### config.mk
export PLATFORM = sky130hd
export DESIGN_NAME = sa3_stream_bridge
export DESIGN_NICKNAME = d
export VERILOG_FILES = /design/src/rtl/sa3_stream_bridge.sv
export SDC_FILE = /design/constraint.sdc
export NUM_CORES = 1
export LEC_CHECK = 0
export CORE_MARGIN = 4
export CORE_UTILIZATION = 50
export CTS_CLUSTER_DIAMETER = 200
export CTS_CLUSTER_SIZE = 14
export DETAILED_ROUTE_END_ITERATION = 8
export PLACE_DENSITY = 0.9
export SYNTH_ARGS = -nofsm -noshare
export SYNTH_HDL_FRONTEND = slang
export SYNTH_SLANG_ARGS = --single-unit
### constraint.sdc
create_clock -name clk -period 9 [get_ports clk]
set_clock_uncertainty 0.15 [all_clocks]
set_input_delay 0.9 -clock clk [delete_from_list [all_inputs] [get_ports clk]]
set_output_delay 0.9 -clock clk [all_outputs]
set_load 0.01 [all_outputs]
### src/rtl/sa3_stream_bridge.sv
// rtl/sa3_stream_bridge.sv - byte-stream front end for the 3x3 systolic conv engine
// Loads a 25-byte frame, runs the engine through active/done, and streams back the 2x2 result.
module sa3_stream_bridge #(
  parameter int DW      = 8,
  parameter int TIMEOUT = 31
) (
  input  logic            clk,
  input  logic            rst,
  input  logic            s_valid,
  output logic            s_ready,
  input  logic [DW-1:0]   s_data,
  input  logic            s_last,
  output logic            m_valid,
  input  logic            m_ready,
  output logic [DW-1:0]   m_data,
  output logic            m_last,
  output logic            active_sa3,
  output logic [16*DW-1:0] a_flat,
  output logic [9*DW-1:0] b_flat,
  input  logic            done_sa3,
  input  logic [DW-1:0]   c11,
  input  logic [DW-1:0]   c12,
  input  logic [DW-1:0]   c21,
  input  logic [DW-1:0]   c22,
  output logic            busy,
  output logic            err_frame,
  output logic            err_timeout
);

  localparam int RCW = $clog2(TIMEOUT + 1);

  typedef enum logic [1:0] {ST_LOAD, ST_RUN, ST_UNLOAD} state_t;

  state_t                 state_q;
  logic [4:0]             k_q;
  logic [4:0]             k_d;
  logic [RCW-1:0]         rc_q;
  logic [RCW-1:0]         rc_d;
  logic [1:0]             j_q;
  logic [1:0]             j_d;
  logic [3:0][DW-1:0]     res_q;
  logic [16*DW-1:0]       a_q;
  logic [9*DW-1:0]        b_q;
  logic                   s_ready_q;
  logic                   m_valid_q;
  logic                   active_q;
  logic                   busy_q;
  logic                   err_frame_q;
  logic                   err_timeout_q;
  logic [3:0]             slot;
  logic                   frame_bad;

  assign k_d  = k_q + 5'd1;
  assign rc_d = rc_q + 1'b1;
  assign j_d  = j_q + 2'd1;
  // Bytes 16..24 land in filter slots 0..8, which is just the low nibble of k.
  assign slot = k_q[3:0];
  assign frame_bad = (s_last && (k_q != 5'd24)) || (!s_last && (k_q == 5'd24));

  always_ff @(posedge clk or posedge rst) begin
    if (rst) begin
      state_q       <= ST_LOAD;
      k_q           <= '0;
      rc_q          <= '0;
      j_q           <= '0;
      res_q         <= '0;
      a_q           <= '0;
      b_q           <= '0;
      s_ready_q     <= 1'b1;
      m_valid_q     <= 1'b0;
      active_q      <= 1'b0;
      busy_q        <= 1'b0;
      err_frame_q   <= 1'b0;
      err_timeout_q <= 1'b0;
    end else begin
      err_frame_q <= 1'b0;
      case (state_q)
        ST_LOAD: begin
          if (s_valid) begin
            if (k_q < 5'd16) a_q[slot*DW +: DW] <= s_data;
            else             b_q[slot*DW +: DW] <= s_data;
            if (frame_bad) begin
              err_frame_q <= 1'b1;
              k_q         <= '0;
            end else if (s_last) begin
              state_q   <= ST_RUN;
              k_q       <= '0;
              rc_q      <= '0;
              s_ready_q <= 1'b0;
              active_q  <= 1'b1;
              busy_q    <= 1'b1;
            end else begin
              k_q <= k_d;
            end
          end
        end
        ST_RUN: begin
          if (done_sa3) begin
            res_q     <= {c22, c21, c12, c11};
            active_q  <= 1'b0;
            m_valid_q <= 1'b1;
            j_q       <= '0;
            state_q   <= ST_UNLOAD;
          end else if (rc_q == RCW'(TIMEOUT - 1)) begin
            // Abort after TIMEOUT active cycles; downstream still gets a full 4-byte result.
            err_timeout_q <= 1'b1;
            res_q         <= '0;
            active_q      <= 1'b0;
            m_valid_q     <= 1'b1;
            j_q           <= '0;
            state_q       <= ST_UNLOAD;
          end else begin
            rc_q <= rc_d;
          end
        end
        ST_UNLOAD: begin
          if (m_ready) begin
            if (j_q == 2'd3) begin
              state_q   <= ST_LOAD;
              j_q       <= '0;
              m_valid_q <= 1'b0;
              busy_q    <= 1'b0;
              s_ready_q <= 1'b1;
            end else begin
              j_q <= j_d;
            end
          end
        end
        default: state_q <= ST_LOAD;
      endcase
    end
  end

  assign s_ready     = s_ready_q;
  assign m_valid     = m_valid_q;
  assign m_data      = m_valid_q ? res_q[j_q] : '0;
  assign m_last      = m_valid_q && (j_q == 2'd3);
  assign active_sa3  = active_q;
  assign a_flat      = a_q;
  assign b_flat      = b_q;
  assign busy        = busy_q;
  assign err_frame   = err_frame_q;
  assign err_timeout = err_timeout_q;

endmodule

* Yosys cells after proc, flatten, opt, wreduce, memory -nomap -nowiden
Cells that the tools add are included.
** Word-level totals
- Flip-flop bits (word level) :: 252
- Input bits :: 46
- Word-level logic and storage cells :: 112
- Output and inout port bits :: 215
** Operators by class
- Equality and inequality tests :: 14
- Muxes and demuxes :: 49
- Shifts and indexed selects :: 4
- Bitwise logic cells :: 2
- Reductions and logical operators :: 21
- Add/sub/neg operators :: 4
- Order comparisons :: 2
** Operators with widths (number)
- 128-bit bitwise mux :: 1
- 8-bit by 34-bit variable shift with 128-bit output, first input constant :: 1
- 8-bit by 34-bit indexed part select with 128-bit output :: 1
- 72-bit bitwise mux :: 1
- 8-bit by 34-bit variable shift with 72-bit output, first input constant :: 1
- 8-bit by 34-bit indexed part select with 72-bit output :: 1
- 32-bit 2-to-1 mux :: 2
- 5-bit 2-to-1 mux :: 7
- 7-bit negation with 34-bit output :: 1
- 2-bit 2-to-1 mux :: 11
- 6-bit AND reduction :: 3
- 1-bit 2-to-1 mux :: 17
- 8-bit binary-select mux with 2-bit select :: 1
- 8-bit 2-to-1 mux :: 2
- 2-bit != test, second input constant :: 7
- 3-bit AND reduction :: 4
- 5-bit by 1-bit adder with 5-bit output, second input constant :: 2
- 5-bit == test, second input constant :: 2
- 5-bit case mux with 2 select lines :: 1
- 1-bit case mux with 2 select lines :: 4
- 2-bit nonzero test :: 4
- 2-bit case mux with 3 select lines :: 1
- 5-bit < comparator, second input constant :: 1
- 5-bit != test, second input constant :: 1
- 14 further kinds :: 19

* Logic depth before layout (Yosys ltp)
Gate-level depths: netlist of run 1.
- Depth in word-level cells :: 6
- Mapped depth :: 11
- Mapped depth without buffers :: 6

* Least setup slack after synthesis of run 1
No wires, ideal clock.
- Kind :: reg2reg
- Start :: reg k_q[0]
- End :: reg a_q[104] (netlist: a_flat[104])
- Slack :: 6.307 ns
- Stages on the path, launching flop included :: 11
- Arrival :: 2.416 ns
- Setup time :: 0.128 ns
- Buffers on the path :: 4
- Path through :: dfrtp_1 -> clkbuf_1 -> clkbuf_1 -> inv_1 -> ha_1 -> buf_2 -> and3b_1 -> buf_2 -> or2_2 -> nand3_4 -> mux2_1
** Between the ends
- Cells in the longest elaborated chain, start to end :: 3
- Elaborated cells on any way between the ends :: 6
** RTL lines
- start: declaration :: RTL line 35 : logic [4:0] k_q;
- start signal: assignment :: RTL line 93 : k_q <= k_d;
- 7-bit negation with 34-bit output :: RTL line 80 : if (k_q < 5'd16) a_q[slot*DW +: DW] <= s_data;
- 8-bit by 34-bit indexed part select with 128-bit output / 8-bit by 34-bit variable shift with 128-bit output (equally long branches) :: RTL line 80
- 128-bit bitwise mux :: RTL line 80
- end signal: indexed assignment :: RTL line 80
- end: declaration :: RTL line 42 : logic [16*DW-1:0] a_q;
Parallel ways exist; a longest one is shown, timed or not.
A chain may end at the register's enable or synchronous reset.

* Final worst setup path of run 1
- Start :: reg k_q[0]
- End :: reg b_q[69] (netlist: b_flat[69])
** Between the ends
- Cells in the longest elaborated chain, start to end :: 3
- Elaborated cells on any way between the ends :: 7
** RTL lines
- 7-bit negation with 34-bit output / 5-bit < comparator (equally long branches) :: RTL line 81, 80
- 8-bit by 34-bit indexed part select with 72-bit output, or another cell as far along :: RTL line 81 : else b_q[slot*DW +: DW] <= s_data;
- 72-bit bitwise mux / 3-bit AND reduction (equally long branches)
- end signal: indexed assignment :: RTL line 81
- end: declaration :: RTL line 43 : logic [9*DW-1:0] b_q;
Parallel ways exist; a longest one is shown, timed or not.

==> flow_metrics.py, run 1 <==
metrics = {
    "outcome": {
        "outcome": "completed",
    },
    "drt": {
        "drc": 0,
        "vias": 7964,
        "finalWirelength_mm": 29.3,
        "drt_iter0_drc": 443,
        "drtAntennaViolNets": 0,
        "drt_pre_antenna_iters": 5,
        "via_per_inst": 5.72,
        "wl_per_cell_um": 21.1,
    },
    "worst_setup_path": {
        "max_stage_delay_ns": 0.79,
        "crit_chain": "inv_1 > ha_1 > nor2_1 > o2111ai_1 > nand2_1 > o21ai_0",
        "required_ns": 9.18,
        "crit_type": "reg2reg",
        "worstSetupEndpointType": "flip-flop",
        "crit_arrival_ns": 3.74,
        "cpMaxStageDelayCell": "o2111ai_1",
        "critPathBufInv": 1,
        "timing.rr.start": "k_q[0]$_DFFE_PP0P_",
        "path_max_fanout": 21,
        "critPathLaunchType": "flip-flop",
        "cpLargestDelayFamily": "simple AND/OR/NAND/NOR gates",
        "r2r_slack_ns": 5.44,
        "r2r_end": "b_flat[69]$_DFFE_PP0P_",
        "reg2reg_depth": 6,
    },
    "clock_network": {
        "clock_latency_ns": 0.50,
        "cts_made_buffers": 21,
        "cts_setup_buffers": 0,
        "cts-resized-gates": 0,
        "cts.htree.levels": 1,
        "cts_root_buf": "clkbuf_16",
        "hold_buffers": 0,
        "cts_buffer_depth": 3,
        "clk_pin_slew_worst_paths_ns": 0.07,
        "cts_tree": "done",
        "cts_sinks": 252,
    },
    "sta": {
        "hold_ws_ns": 0.331,
        "fmax_ghz": 0.281,
        "post-route-min-period_ns": 3.56,
        "hold_viol": 0,
        "fin_setup_tns_ns": 0,
        "finalCritPeriodShare_pct": 39.6,
        "grt_setup_unrepaired": "false",
        "setup_viol": 0,
        "setup_ws_ns": 5.44,
        "slew-limit-headroom_pct": 8.64,
        "drv_slew": 0,
        "tightest_slew_ns": 1.37,
    },
    "layout": {
        "nets": 1166,
        "n_antenna_cell": 0,
        "area_growth_pct": 31.1,
        "final_common_cell": "clkdlybuf4s50_1",
        "multi_input_area_um2": 4070,
        "final_cell_mix": "clkdlybuf4s50_1, dfrtp_1, nand2_1",
        "n_fill_cell": 1511,
        "area.sequential_um2": 6310,
        "drive_gt1_share_pct": 11.9,
    },
    "placement": {
        "hpwl_mm": 21.1,
        "io_buffers": 260,
        "place.gp.congestion": 0.873,
        "dp_slack_ns": 5.55,
    },
    "logic_synthesis": {
        "synthCells": 874,
        "syn-mean-instance-area_um2": 12.2,
        "synth.distinct_cells": 57,
        "syn_area_um2": 10700,
        "synth_edf_count": 0,
        "synth_seq_cells": 252,
        "async_reset_ff_share_pct": 100,
        "yosys_warnings": 0,
        "syn_nets": 929,
        "synthFlopType": "dfrtp_1",
        "ys_seq_area_share_pct": 59.1,
    },
    "pwr": {
        "power_switching_share_pct": 29.4,
        "finalPower_mw": 2.86,
        "powerDensity_nw_per_um2": 204,
        "p_sw_mw": 0.841,
        "pwr-share-comb_pct": 24.1,
        "internal_power_mw": 2.02,
        "peakVddDrop_v": 0.000138,
        "seqPwrFrac_pct": 47.7,
        "clock_power_share_pct": 28.3,
        "leakagePower_nw": 6.31,
    },
    "global_route": {
        "antenna_found_initial": 0,
        "grt_overflow": 0,
        "grt_usage_pct": 24.3,
        "grt_pass1_wl_mm": 46.3,
        "grt_pass1_vias": 8313,
        "grt_max_degree": 110,
    },
    "floorplan": {
        "rows": 53,
        "pin_count": 261,
        "start_util_pct": 50.7,
        "die_w_um": 154,
        "core-area_um2": 21000,
        "die_h_um": 154,
        "dieArea_um2": 23700,
    },
    "run": {
        "maxCapViolCount": 0,
    },
    "hold_path": {
        "min_to": "b_flat[46]$_DFFE_PP0P_",
        "hold_class": "reg2reg",
        "min_from": "b_flat[46]$_DFFE_PP0P_",
        "holdPathStages": 2,
    },
}
-- state kept, by name (all words and copies together), names as in the netlist --
name         count
a_flat         128
active_sa3       1
b_flat          72
busy             1
err_frame        1
err_timeout      1
j_q              2
k_q              5
m_valid          1
rc_q             5
res_q           32
s_ready          1
state_q          2
-- power groups by stage --
stage               registers, mW  logic (mW)  clock network [mW]
floorplan                    1.38       0.341                   0
global placement             1.37       0.667                   0
detailed placement           1.38       0.688                   0
CTS                          1.36       0.694               0.827
global route                 1.38       0.741               0.871
finish                       1.36       0.687               0.808
-- cell usage after synthesis (all sizes together) (4+ instances only) --
| cell | number | share of area [%] |
|---|---|---|
| a21oi | 9 | 0.42 |
| a22o | 33 | 2.7 |
| a31oi | 4 | 0.23 |
| and2 | 28 | 1.6 |
| and3 | 17 | 1.0 |
| and3b | 5 | 0.41 |
| buf | 30 | 1.5 |
| clkbuf | 20 | 0.70 |
| dfrtp | 251 | 59 |
| ha | 9 | 1.1 |
| inv | 19 | 0.67 |
| mux2 | 112 | 12 |
| mux2i | 9 | 0.84 |
| mux4 | 8 | 1.7 |
| nand2 | 122 | 4.3 |
| nand3 | 17 | 1.6 |
| nand4 | 9 | 0.65 |
| nor2 | 25 | 0.88 |
| nor2b | 6 | 0.35 |
| nor3 | 6 | 0.28 |
| nor3b | 5 | 0.56 |
| o2111ai | 5 | 0.53 |
| o211ai | 5 | 0.40 |
| o21ai | 93 | 4.5 |
-- layer usage --
layer	GRT usage [%]	up-vias	routed length, um
met5	0	-	0
met1	31.1	4002	11300
met4	6.14	0	757
met3	5.54	52	2560
met2	42.3	366	14700
li1	-	3544	-
-- tightest hold or removal path: cells and delay by family (launching register included) --
family          cells  cell delay (ns)
simple gates        1             0.04
flops               1             0.34
compound gates      1             0.06
-- worst max-delay path by stage --
| stage | start | endpoint | slack [ns] | cells after the start |
|---|---|---|---|---|
| 5_1_grt | k_q[0]$_DFFE_PP0P_ | b_flat[66]$_DFFE_PP0P_ | 5.16 | 6 |
| 6_report | k_q[0]$_DFFE_PP0P_ | b_flat[69]$_DFFE_PP0P_ | 5.44 | 6 |
| 3_3_place_gp | k_q[0]$_DFFE_PP0P_ | b_flat[21]$_DFFE_PP0P_ | 5.56 | 5 |
| 4_1_cts | j_q[0]$_DFFE_PP0P_ | m_data[6] | 5.45 | 3 |
| 2_1_floorplan | rst | a_flat[0]$_DFFE_PP0P_ | 1.02 | 1 |
| 3_5_place_dp | k_q[0]$_DFFE_PP0P_ | b_flat[70]$_DFFE_PP0P_ | 5.55 | 6 |
-- per-stage QoR --
step,instances,cell area [um2],util (%)
floorplan,874,10700,-
global placement,1363,13400,63.9
detailed placement,1363,13400,63.9
CTS,1392,14000,66.5
global route,1392,14000,66.5
finish,1392,14000,66.5
-- layout make-up --
type,count,area share [%]
Clock buffer,28,3.94
Clock inverter,1,0.0626
Inverter,19,0.563
Multi-Input combinational cell,553,29.1
Sequential cell,252,45.1
Tap cell,275,2.46
Timing Repair Buffer,264,18.8
-- kinds of logic after synthesis --
family	after synthesis	share of synthesized area, %
XOR/XNOR	3	0.246
flip-flops	252	59.1
AO/OA/AOI/OAI	161	9.71
multiplexers	129	14.4
buffers and inverters	69	2.85
adder cells (fa/ha/maj)	9	1.06
AND/OR/NAND/NOR	251	12.7
No activity file was read; power rests on OpenSTA's default activity.
==> inputs of run 2 (changes only) <==
Settings changed: CORE_UTILIZATION 50 to 45, PLACE_DENSITY 0.9 to 0.86.
Clock period 9 ns to 3.1 ns, I/O delays scaled along.
==> flow_metrics.py, run 2 (synthesis gave the netlist of run 1 again) <==
metrics = {
    "sta": {
        "hold_viol": 0,
        "setup_viol": 0,
        "setup_ws_ns": 0.325,
        "tightest_slew_ns": 0.814,
        "finalCritPeriodShare_pct": 89.5,
        "slew-limit-headroom_pct": 45.6,
        "drv_slew": 0,
        "fmax_ghz": 0.360,
        "post-route-min-period_ns": 2.77,
        "grt_setup_unrepaired": "false",
    },
    "worst_setup_path": {
        "path_max_fanout": 11,
        "critPathBufInv": 1,
        "required_ns": 2.64,
        "max_stage_delay_ns": 0.57,
        "crit_type": "reg2out",
        "cpMaxStageDelayCell": "dfrtp_2",
        "crit_chain": "mux4_2 > and2_1 > clkdlybuf4s50_1",
        "critPathLaunchType": "flip-flop",
        "worstSetupEndpointType": "output port",
        "cpLargestDelayFamily": "flip-flops",
        "crit_arrival_ns": 2.31,
    },
    "clock_network": {
        "cts_sinks": 252,
        "cts_root_buf": "clkbuf_16",
        "cts_made_buffers": 21,
        "cts_buffer_depth": 3,
        "clock_latency_ns": 0.50,
        "cts.htree.levels": 1,
        "cts_tree": "done",
        "clk_pin_slew_worst_paths_ns": 0.06,
    },
    "layout": {
        "largest_reg_flops": 128,
        "area.sequential_um2": 6310,
        "area_growth_pct": 32.9,
        "n_antenna_cell": 0,
        "multi_input_area_um2": 4070,
        "stdcell_area_um2": 14200,
        "final_cell_mix": "clkdlybuf4s50_1, dfrtp_1, nand2_1",
        "n_fill_cell": 1845,
        "final_common_cell": "clkdlybuf4s50_1",
        "nets": 1181,
        "drive_gt1_share_pct": 13.1,
    },
    "drt": {
        "vias": 7887,
        "drc": 0,
        "finalWirelength_mm": 29.2,
        "wl_per_cell_um": 20.1,
        "drtAntennaViolNets": 0,
        "drt_iter0_drc": 428,
        "via_per_inst": 5.44,
        "drt_pre_antenna_iters": 7,
    },
    "global_route": {
        "grt_usage_pct": 21.9,
        "grt_pass1_wl_mm": 46.0,
        "grt_max_degree": 133,
        "antenna_found_initial": 0,
        "grt_pass1_vias": 8125,
        "grt_overflow": 0,
    },
    "run": {
        "maxCapViolCount": 0,
    },
    "floorplan": {
        "core-area_um2": 23400,
        "pin_count": 261,
        "die_h_um": 162,
        "die_w_um": 162,
        "start_util_pct": 45.6,
        "rows": 56,
        "dieArea_um2": 26200,
    },
    "placement": {
        "dp_slack_ns": 0.320,
        "io_buffers": 260,
        "place_area_um2": 13600,
        "place.gp.congestion": 0.844,
        "hpwl_mm": 20.9,
    },
    "pwr": {
        "leakagePower_nw": 6.38,
        "peakVddDrop_v": 0.000372,
        "powerDensity_nw_per_um2": 587,
    },
    "hold_path": {
        "hold_class": "in2reg",
    },
    "outcome": {
        "outcome": "completed",
    },
}
run 2: changes by cell type in the layout (fill, tap and decap cells not counted):
cell and change:
buf_12 +2, buf_4 +12, clkbuf_1 +1, clkinvlp_4 +1, dfrtp_1 -1, dfrtp_2 +1, dlygate4sd3_1 +1, inv_6 -1
inv_8 -1, nor3b_1 -1, nor3b_2 +1
run 2: final cells by class:
class,count,share of cell area [%]
multi-input combinational,553,28.7
inverter,19,0.529
clock buffer,29,3.92
sequential,252,44.5
tap,319,2.81
timing repair buffer,279,19.6
run 2: path summary, 6_finish.rpt:
check,startpoint,to,slack (ns),cells past startpoint
hold / removal,c11[4],res_q[4]$_DFFE_PP0P_,0.26,2
min in group asynchronous,rst,err_timeout$_DFFE_PP0P_,0.45,3
setup / recovery,j_q[0]$_DFFE_PP0P_,m_data[4],0.33,3
hold reg to reg,b_flat[60]$_DFFE_PP0P_,b_flat[60]$_DFFE_PP0P_,0.33,2
max in group asynchronous,rst,a_flat[82]$_DFFE_PP0P_,1.45,4
setup reg to reg,k_q[2]$_DFFE_PP0P_,a_flat[8]$_DFFE_PP0P_,0.40,6
run 2: power breakdown:
part / internal [mW] / switching, mW
clock network: 1.23 / 1.11
logic: 1.02 / 1.03
registers: 3.64 / 0.300
run 2: layer usage:
layer  wire (um)  share of wire, %  track usage [%]
met2       13900                48             36.4
met4         659               2.3             5.34
met3        2670               9.1             5.43
met5           0                 0                0
met1       11900                41             29.3
run 2: per-stage QoR:
step / utilization (%) / power (mW) / cells / setup TNS [ns] / hold WS (ns)
floorplan: - / 5.00 / 874 / -169.39 / 0.293
global placement: 58.2 / 5.98 / 1421 / 0 / 0.312
detailed placement: 58.2 / 6.05 / 1421 / 0 / 0.319
CTS: 60.6 / 8.41 / 1451 / 0 / 0.238
global route: 60.6 / 8.72 / 1451 / 0 / 0.247
finish: 60.6 / 8.33 / 1451 / 0 / 0.258
run 2: timing repair:
item | CTS | global route
endpoints found under the hold margin | 1 | 0
hold buffers | 1 | 0
setup buffers | 0 | 0
resized for setup | 0 | 1
setup endpoints to repair | 0 | 1
